**src/rtl/cic_pkg.sv**
```systemverilog
// Shared CIC filter defaults and helpers used by the comb decimator.
package cic_pkg;

    // Default filter geometry (overridable per instance).
    localparam int CIC_WIDTH      = 16;
    localparam int CIC_STAGES     = 3;
    localparam int CIC_DIFF_DELAY = 1;
    localparam int CIC_RATE       = 8;

    // Sample type at the default data width.
    typedef logic [CIC_WIDTH-1:0] sample_t;

    // Width of the decimation phase counter for a given rate.
    function automatic int phase_width(input int rate);
        return $clog2(rate);
    endfunction

endpackage

```
**src/rtl/comb_stage.sv**
```systemverilog
// One CIC comb (differentiator) stage: y(n) = x(n) - x(n-DIFF_DELAY), modulo 2^WIDTH.
// Runs only on its enable; valid_out is the enable delayed by one clock.
module comb_stage #(
    parameter int WIDTH      = 16,
    parameter int DIFF_DELAY = 1
) (
    input  logic             clk,
    input  logic             rstn,
    input  logic             clear,
    input  logic             en,
    input  logic [WIDTH-1:0] x,
    output logic [WIDTH-1:0] y,
    output logic             valid_out
);

    // r_dly[0] holds x(n-1), r_dly[DIFF_DELAY-1] holds x(n-DIFF_DELAY).
    logic [WIDTH-1:0] r_dly [DIFF_DELAY];
    logic [WIDTH-1:0] r_y;
    logic             r_valid;

    // Differentiator and its delay line advance together on each enabled sample.
    // NOTE: sequential state uses non-blocking assignments so the subtraction and the
    // shift both see the pre-edge contents of the delay line.
    // NOTE: the delay line is cleared on reset like any other register; the warm-up
    // transient of the filter is defined as starting from an all-zero history.
    always_ff @(posedge clk or negedge rstn) begin
        if (!rstn) begin
            r_y <= '0;
            for (int i = 0; i < DIFF_DELAY; i++) begin
                r_dly[i] <= '0;
            end
        end else if (clear) begin
            r_y <= '0;
            for (int i = 0; i < DIFF_DELAY; i++) begin
                r_dly[i] <= '0;
            end
        end else if (en) begin
            r_y      <= x - r_dly[DIFF_DELAY-1];
            r_dly[0] <= x;
            for (int i = 1; i < DIFF_DELAY; i++) begin
                r_dly[i] <= r_dly[i-1];
            end
        end
    end

    // Valid bit follows the enable by one cycle; clear drops any sample in flight.
    always_ff @(posedge clk or negedge rstn) begin
        if (!rstn) begin
            r_valid <= 1'b0;
        end else if (clear) begin
            r_valid <= 1'b0;
        end else begin
            r_valid <= en;
        end
    end

    assign y         = r_y;
    assign valid_out = r_valid;

endmodule

```
**src/rtl/cic_comb_decimator.sv**
```systemverilog
// CIC back end: decimates the integrator output by RATE and runs STAGES comb stages
// at the decimated rate. One output strobe per RATE valid inputs, STAGES cycles after
// the accepted sample. Arithmetic wraps modulo 2^WIDTH so integrator overflow cancels.
module cic_comb_decimator
    import cic_pkg::*;
#(
    parameter int WIDTH      = CIC_WIDTH,
    parameter int STAGES     = CIC_STAGES,
    parameter int DIFF_DELAY = CIC_DIFF_DELAY,
    parameter int RATE       = CIC_RATE
) (
    input  logic                           clk,
    input  logic                           rstn,
    input  logic                           clear,
    input  logic [WIDTH-1:0]               x,
    input  logic                           x_valid,
    output logic [WIDTH-1:0]               y,
    output logic                           y_valid,
    output logic [phase_width(RATE)-1:0]   phase
);

    localparam int            PW         = phase_width(RATE);
    localparam logic [PW-1:0] PHASE_LAST = PW'(RATE - 1);

    logic [PW-1:0]                r_phase;
    logic                         w_accept;
    logic [STAGES:0][WIDTH-1:0]   w_data;
    logic [STAGES:0]              w_en;

    // Frame position: counts valid inputs only, so gaps in x_valid never shift the frame.
    always_ff @(posedge clk or negedge rstn) begin
        if (!rstn) begin
            r_phase <= '0;
        end else if (clear) begin
            r_phase <= '0;
        end else if (x_valid) begin
            r_phase <= (r_phase == PHASE_LAST) ? '0 : r_phase + PW'(1);
        end
    end

    // Keep only the last sample of each frame; clear wins over a valid input.
    assign w_accept = x_valid && !clear && (r_phase == PHASE_LAST);

    assign w_data[0] = x;
    assign w_en[0]   = w_accept;

    // Comb cascade: each stage is enabled by the valid strobe of the stage before it,
    // so the chain of valid_out bits forms the valid pipeline.
    for (genvar k = 0; k < STAGES; k++) begin : g_comb
        comb_stage #(
            .WIDTH      (WIDTH),
            .DIFF_DELAY (DIFF_DELAY)
        ) u_comb (
            .clk       (clk),
            .rstn      (rstn),
            .clear     (clear),
            .en        (w_en[k]),
            .x         (w_data[k]),
            .y         (w_data[k+1]),
            .valid_out (w_en[k+1])
        );
    end

    assign y       = w_data[STAGES];
    assign y_valid = w_en[STAGES];
    assign phase   = r_phase;

endmodule

```
**config.mk**
```make
export PLATFORM = sky130hd
export DESIGN_NAME = cic_comb_decimator
export DESIGN_NICKNAME = d
export VERILOG_FILES = /design/src/rtl/cic_pkg.sv /design/src/rtl/comb_stage.sv /design/src/rtl/cic_comb_decimator.sv
export SDC_FILE = /design/constraint.sdc
export NUM_CORES = 1
export LEC_CHECK = 0
export CORE_UTILIZATION = 65
export CTS_BUF_LIST = sky130_fd_sc_hd__clkbuf_8
export DETAILED_ROUTE_END_ITERATION = 16
export MAX_ROUTING_LAYER = met4
export PLACE_DENSITY_LB_ADDON = 0.2
export REMOVE_ABC_BUFFERS = 1
export SYNTH_ARGS = -nofsm -noshare
export SYNTH_HDL_FRONTEND = slang
export SYNTH_SLANG_ARGS = --single-unit
```
**constraint.sdc**
```tcl
create_clock -name clk -period 6.3 [get_ports clk]
set_input_delay 1.89 -clock clk [delete_from_list [all_inputs] [get_ports clk]]
set_output_delay 1.89 -clock clk [all_outputs]
set_load 0.05 [all_outputs]
```
-- Word level (Yosys, flattened, before mapping)
Cells that the tools add are included.
- add/subtract/negate cells: 4
- equality and inequality tests: 1
- multiplexer cells: 18
- reduce and logical (&&, ||, !) cells: 7
- operators with widths (kind ; count):
    $mux 16 ; 12
    $sub 16x16->16 ; 3
    $mux 3 ; 3
    $reduce_bool 2->1 ; 4
    $add 3x1->3 const B ; 1
    $eq 3x3->1 const B ; 1
    $mux 1 ; 3
    $logic_and 1x1->1 ; 2
    $logic_not 1->1 ; 1
- bits in registers: 102
- input bits: 20
- output and inout port bits: 20
- word-level logic and storage cells: 40

-- Logic depth before layout (Yosys ltp)
- word-level depth: 5
- mapped depth: 11
- mapped depth without buffers: 11

-- Cells and area by module
A second synthesis with hierarchy kept.
- cell total of the unflattened synthesis: 698
- area total of the unflattened synthesis: 6602.6 um^2
- modules (own cells, without submodules) (module ; times used ; cells an instance ; area an instance (um^2) ; sequential area each (um^2)):
    comb_stage (g_comb[0].u_comb ...) ; 2 ; 224 ; 2118.3 ; 825.8
    comb_stage (g_comb[2].u_comb) ; 1 ; 236 ; 2202.1 ; 825.8
    cic_comb_decimator ; 1 ; 14 ; 163.9 ; 75.1

-- Worst setup path after synthesis
Ideal clock, no wire load.
- kind: input to register
- start point: input port x[2]
- end point: register g_comb[0].u_comb.r_y[12]
- library setup time: 0.122 ns
- data arrival time: 3.756 ns
- required time: 6.178 ns
- path slack: 2.423 ns
- cell stages on the path: 9
- path buffers: 0
- path through: ha_1 -> nor2b_1 -> o21ai_1 -> a21boi_1 -> o221a_1 -> o21a_1 -> o311a_1 -> o31a_1 -> a32o_1
- longest elaborated chain between the ends: 3
- ends and longest elaborated chain (item ; line ; RTL):
    start, declared ; cic_comb_decimator.sv:15 ; input logic [WIDTH-1:0] x,
    $sub 16x16->16 ; comb_stage.sv:38 ; r_y <= x - r_dly[DIFF_DELAY-1];
    $mux 16 ; comb_stage.sv:37 ; end else if (en) begin
    $mux 16 ; comb_stage.sv:32 ; end else if (clear) begin
    end signal, assigned ; comb_stage.sv:38 ;
    end, declared ; comb_stage.sv:18 ; logic [WIDTH-1:0] r_y;
Every way passes these cells. The select of a mux whose other input is x is not followed.
A chain may end at the register's enable or synchronous reset.

-- Worst setup path in the final report
- start point: input port x[0]
- end point: register g_comb[0].u_comb.r_y[12]
The elaborated chain is that of the path after synthesis.

==> summary.txt <==
Status = finished, final reports clean
Cell Area, Placed = 0.00675 mm^2
Worst EP arrival = 4.51 ns
Switching part of the total power = 23.0%
Fin. Hold Viols = 0
DRC errors left = 0
Largest net degree at the start of global routing = 81
HP Start = g_comb[2].u_comb.y[14]$_DFFE_PN0P_
Comb pwr share = 7.5%
Worst slack, placed = 1.70 ns
Routed via count = 4,810
Initial Utilization = 67.5%
Worst setup SP type = input port
Vias in the first global route = 4,915
Final setup viols = 0
Setup WS post-layout = 2.04 ns
RSZ-0062 raised after global routing = false
Flop-to-flop setup slack = 3.62 ns
Clk root buf = clkbuf_8
HPWL after detailed placement = 8.32 mm
Post-layout instance area = 0.00697 mm^2
Port bufs = 39
Post-Route M1 WL = 5.16 mm
Post-synthesis compound-gate area fraction = 15.9%
Clock latency at the later pin of the worst-skew pair = 0.36 ns
#FFs+latches synth = 102
# hold bufs at CTS = 0
Core Util, Final = 75.1%
# diodes = 0
Nets = 784
Critical Path Source = x[0]
Placed cells = 829
Post-route ant nets = 0
Top cell type's share of synthesized area = 40.7%
Antenna violations before repair = 0
DRT Pass-1 Iters = 4
Buffers & Inverters on Critical Path = 2
Post-CTS sizing = 0
CTS tree = done
Ys Warns = 0
FILL cells = 705
Core area = 0.00928 mm^2
Slowest CP cell = clkdlybuf4s50_1
# IOs = 40
Syn Inst Count = 683
CTS Buf Count = 9
DR top layer = met4
Fraction of synthesized area in multiplexers = 8.35%
Clock Skew = 0.00678 ns
Switch Pwr = 0.000275 W
Synth top cells by count = dfrtp_1, nor2_1, nand2_1, inv_1, a21oi_1
Area grow syn2layout = 11.3%
Layout cell share with drive strength beyond 1 = 4.06%
Setup TNS Final = 0 ns
Routed WL per cell = 13.8 um
Fmax = 235 MHz
Hold crit path type = flip-flop to flip-flop
Synth Area in Simple Gates = 15.3%
GPL Wtd Cong = 0.918
Die W = 100 um
CP max stage delay = 0.47 ns
H-Tree Depth = 3
Post-synthesis cell type count = 56
VDD IR max = 151 uV
Leakage = 2.99 nW
Die Ht = 100 um
Cell chain of the critical path = clkdlybuf4s50_1 > inv_1 > ha_1 > fa_1 > nor2b_1 > o21ai_1 > a21boi_1 > o221a_1 > o21a_1 > o311a_1 > o21ai_0 > a32o_1
Clock sink count = 102
Fraction of registers with async set/reset = 100%
R2R Path Start = g_comb[0].u_comb.y[3]$_DFFE_PN0P_
Critical path depth = 12
Mapped Area = 0.00627 mm^2
Sequential fraction of design power = 54.9%
Reg clk slew, reported paths = 0.09 ns
Rows = 35
Final Non-Filler Cells = 844
Post-synth EDFFs = 0
Die footprint = 0.0100 mm^2
Post-CTS setup buffers = 0
Vias per cell = 5.70
CTS Buffer Depth = 2
Top_reg_cell synth = dfrtp_1
GRT overflow = 0
First-pass GRT wire length = 20.8 mm
Sequential cell area fraction in the yosys report = 40.7%
Reg-to-reg endpoint = g_comb[1].u_comb.y[15]$_DFFE_PN0P_
Min cycle time layout = 4.26 ns
Synth area leaders = dfrtp_1, ha_1, mux2i_1
Metal3 WL = 274 um
Req. time, crit path = 6.55 ns
All-Layer GR Usage = 26.5%
CP max FO = 4
Max cap viols = 0
Synth area leader = dfrtp_1
Crit path max-delay family = compound AO/OA/AOI/OAI gates
Kind of end point of the critical path = flip-flop
Met2 wire length = 5.92 mm
Pwr/cell area = 171 mW/mm^2
Internal power = 0.000921 W
Synth Area in Adders = 10.9%
WL final = 11.6 mm
Least-Margin Pin Slew = 0.988 ns
DRT iter0 DRCs = 223
Slew margin rel. = 34.1%
Avg Cell Area, Syn = 9.17 um^2
Reg2Reg Depth = 9
Period utilisation layout = 67.7%
Xor and xnor area share after synthesis = 3.63%
Critical path type = input port to flip-flop
Top-count cell post-synth = dfrtp_1
Combinational family with the most area after synthesis = compound AO/OA/AOI/OAI gates
Clock power frac = 37.6%
Slew Viols, Final = 0
CP endpoint = g_comb[0].u_comb.y[12]$_DFFE_PN0P_
## layout make-up
| cell class | count | area (um^2) | share of cell area, % |
|---|---|---|---|
| clock buffer | 10 | 138 | 1.97 |
| inverter | 58 | 218 | 3.12 |
| tap | 129 | 161 | 2.32 |
| sequential | 102 | 2550 | 36.6 |
| timing repair buffer | 45 | 428 | 6.14 |
| clock inverter | 5 | 83.8 | 1.20 |
| multi-input combinational | 495 | 3390 | 48.6 |
## worst register-to-register path, stage by stage (launching register included)
cell      delay [ns]
dfrtp_1         0.41
ha_1            0.36
a21o_1          0.18
a21oi_1         0.21
a211oi_2        0.12
o21ai_1         0.25
a21oi_1         0.15
a41oi_1         0.25
mux2_1          0.35
a221o_1         0.29
## power by group through the flow
stage / Clock [W] / Combinational (W) / Sequential (W)
2_1_floorplan: 0 / 0.0000374 / 0.000674
3_3_place_gp: 0 / 0.0000864 / 0.000669
3_5_place_dp: 0 / 0.0000895 / 0.000670
4_1_cts: 0.000461 / 0.0000898 / 0.000657
5_1_grt: 0.000482 / 0.000101 / 0.000657
6_report: 0.000450 / 0.0000892 / 0.000656
## metrics by stage
step,total power (W),hold WS (ns)
2_1_floorplan,0.000711,0.486
3_3_place_gp,0.000756,0.484
3_5_place_dp,0.000759,0.481
4_1_cts,0.00121,0.510
5_1_grt,0.00124,0.541
6_report,0.00120,0.510
## cells in the final DEF, fill, tap and decap left out, types with 9 or more instances in the layout
cell and instances:
inv_1 58, a21o_1 12, mux2i_1 50, o21ai_0 10, xnor2_1 15, nand2_1 60
ha_1 50, nor3_1 9, a21oi_1 54, clkbuf_8 10, o21a_1 16, a211oi_1 9
nor2_1 84, o21ai_1 12, nor2b_1 13, dfrtp_1 102, clkdlybuf4s50_1 37, xor2_1 11
## worst min path at each step
| stage | endpoint | slack [ns] | depth (start not counted) |
|---|---|---|---|
| floorplan | g_comb[1].u_comb.r_dly[10]$_DFFE_PN0P_ | 0.49 | 2 |
| CTS | g_comb[2].u_comb.y[14]$_DFFE_PN0P_ | 0.51 | 1 |
| global route | g_comb[2].u_comb.y[14]$_DFFE_PN0P_ | 0.54 | 1 |
| detailed placement | g_comb[2].u_comb.y[14]$_DFFE_PN0P_ | 0.48 | 1 |
| finish | g_comb[2].u_comb.y[14]$_DFFE_PN0P_ | 0.51 | 1 |
| global placement | g_comb[2].u_comb.y[14]$_DFFE_PN0P_ | 0.48 | 1 |
## per-layer routing
layer,up-vias,GRT usage [%]
li1,2421,-
met1,2275,29.7
met2,87,47.9
met3,27,2.58
met4,0,11.9
met5,-,-
## logic make-up (layout without fill, tap and decap cells)
kind of cell               count (synthesis)  count (layout)
muxes                                     52              52
buffers and inverters                     86             118
xor gates and xnor gates                  26              26
and+or+nand+nor                          210             210
DFF                                      102             102
AOI/OAI and AO/OA                        154             154
adders and majority gates                 53              53
## registers in the layout, indices dropped and copies added, names as in the netlist
| register | count |
|---|---|
| g_comb.u_comb.y | 48 |
| g_comb.u_comb.r_dly | 48 |
| g_comb.u_comb.valid_out | 3 |
| phase | 3 |
No activity file was read; power rests on OpenSTA's default activity.
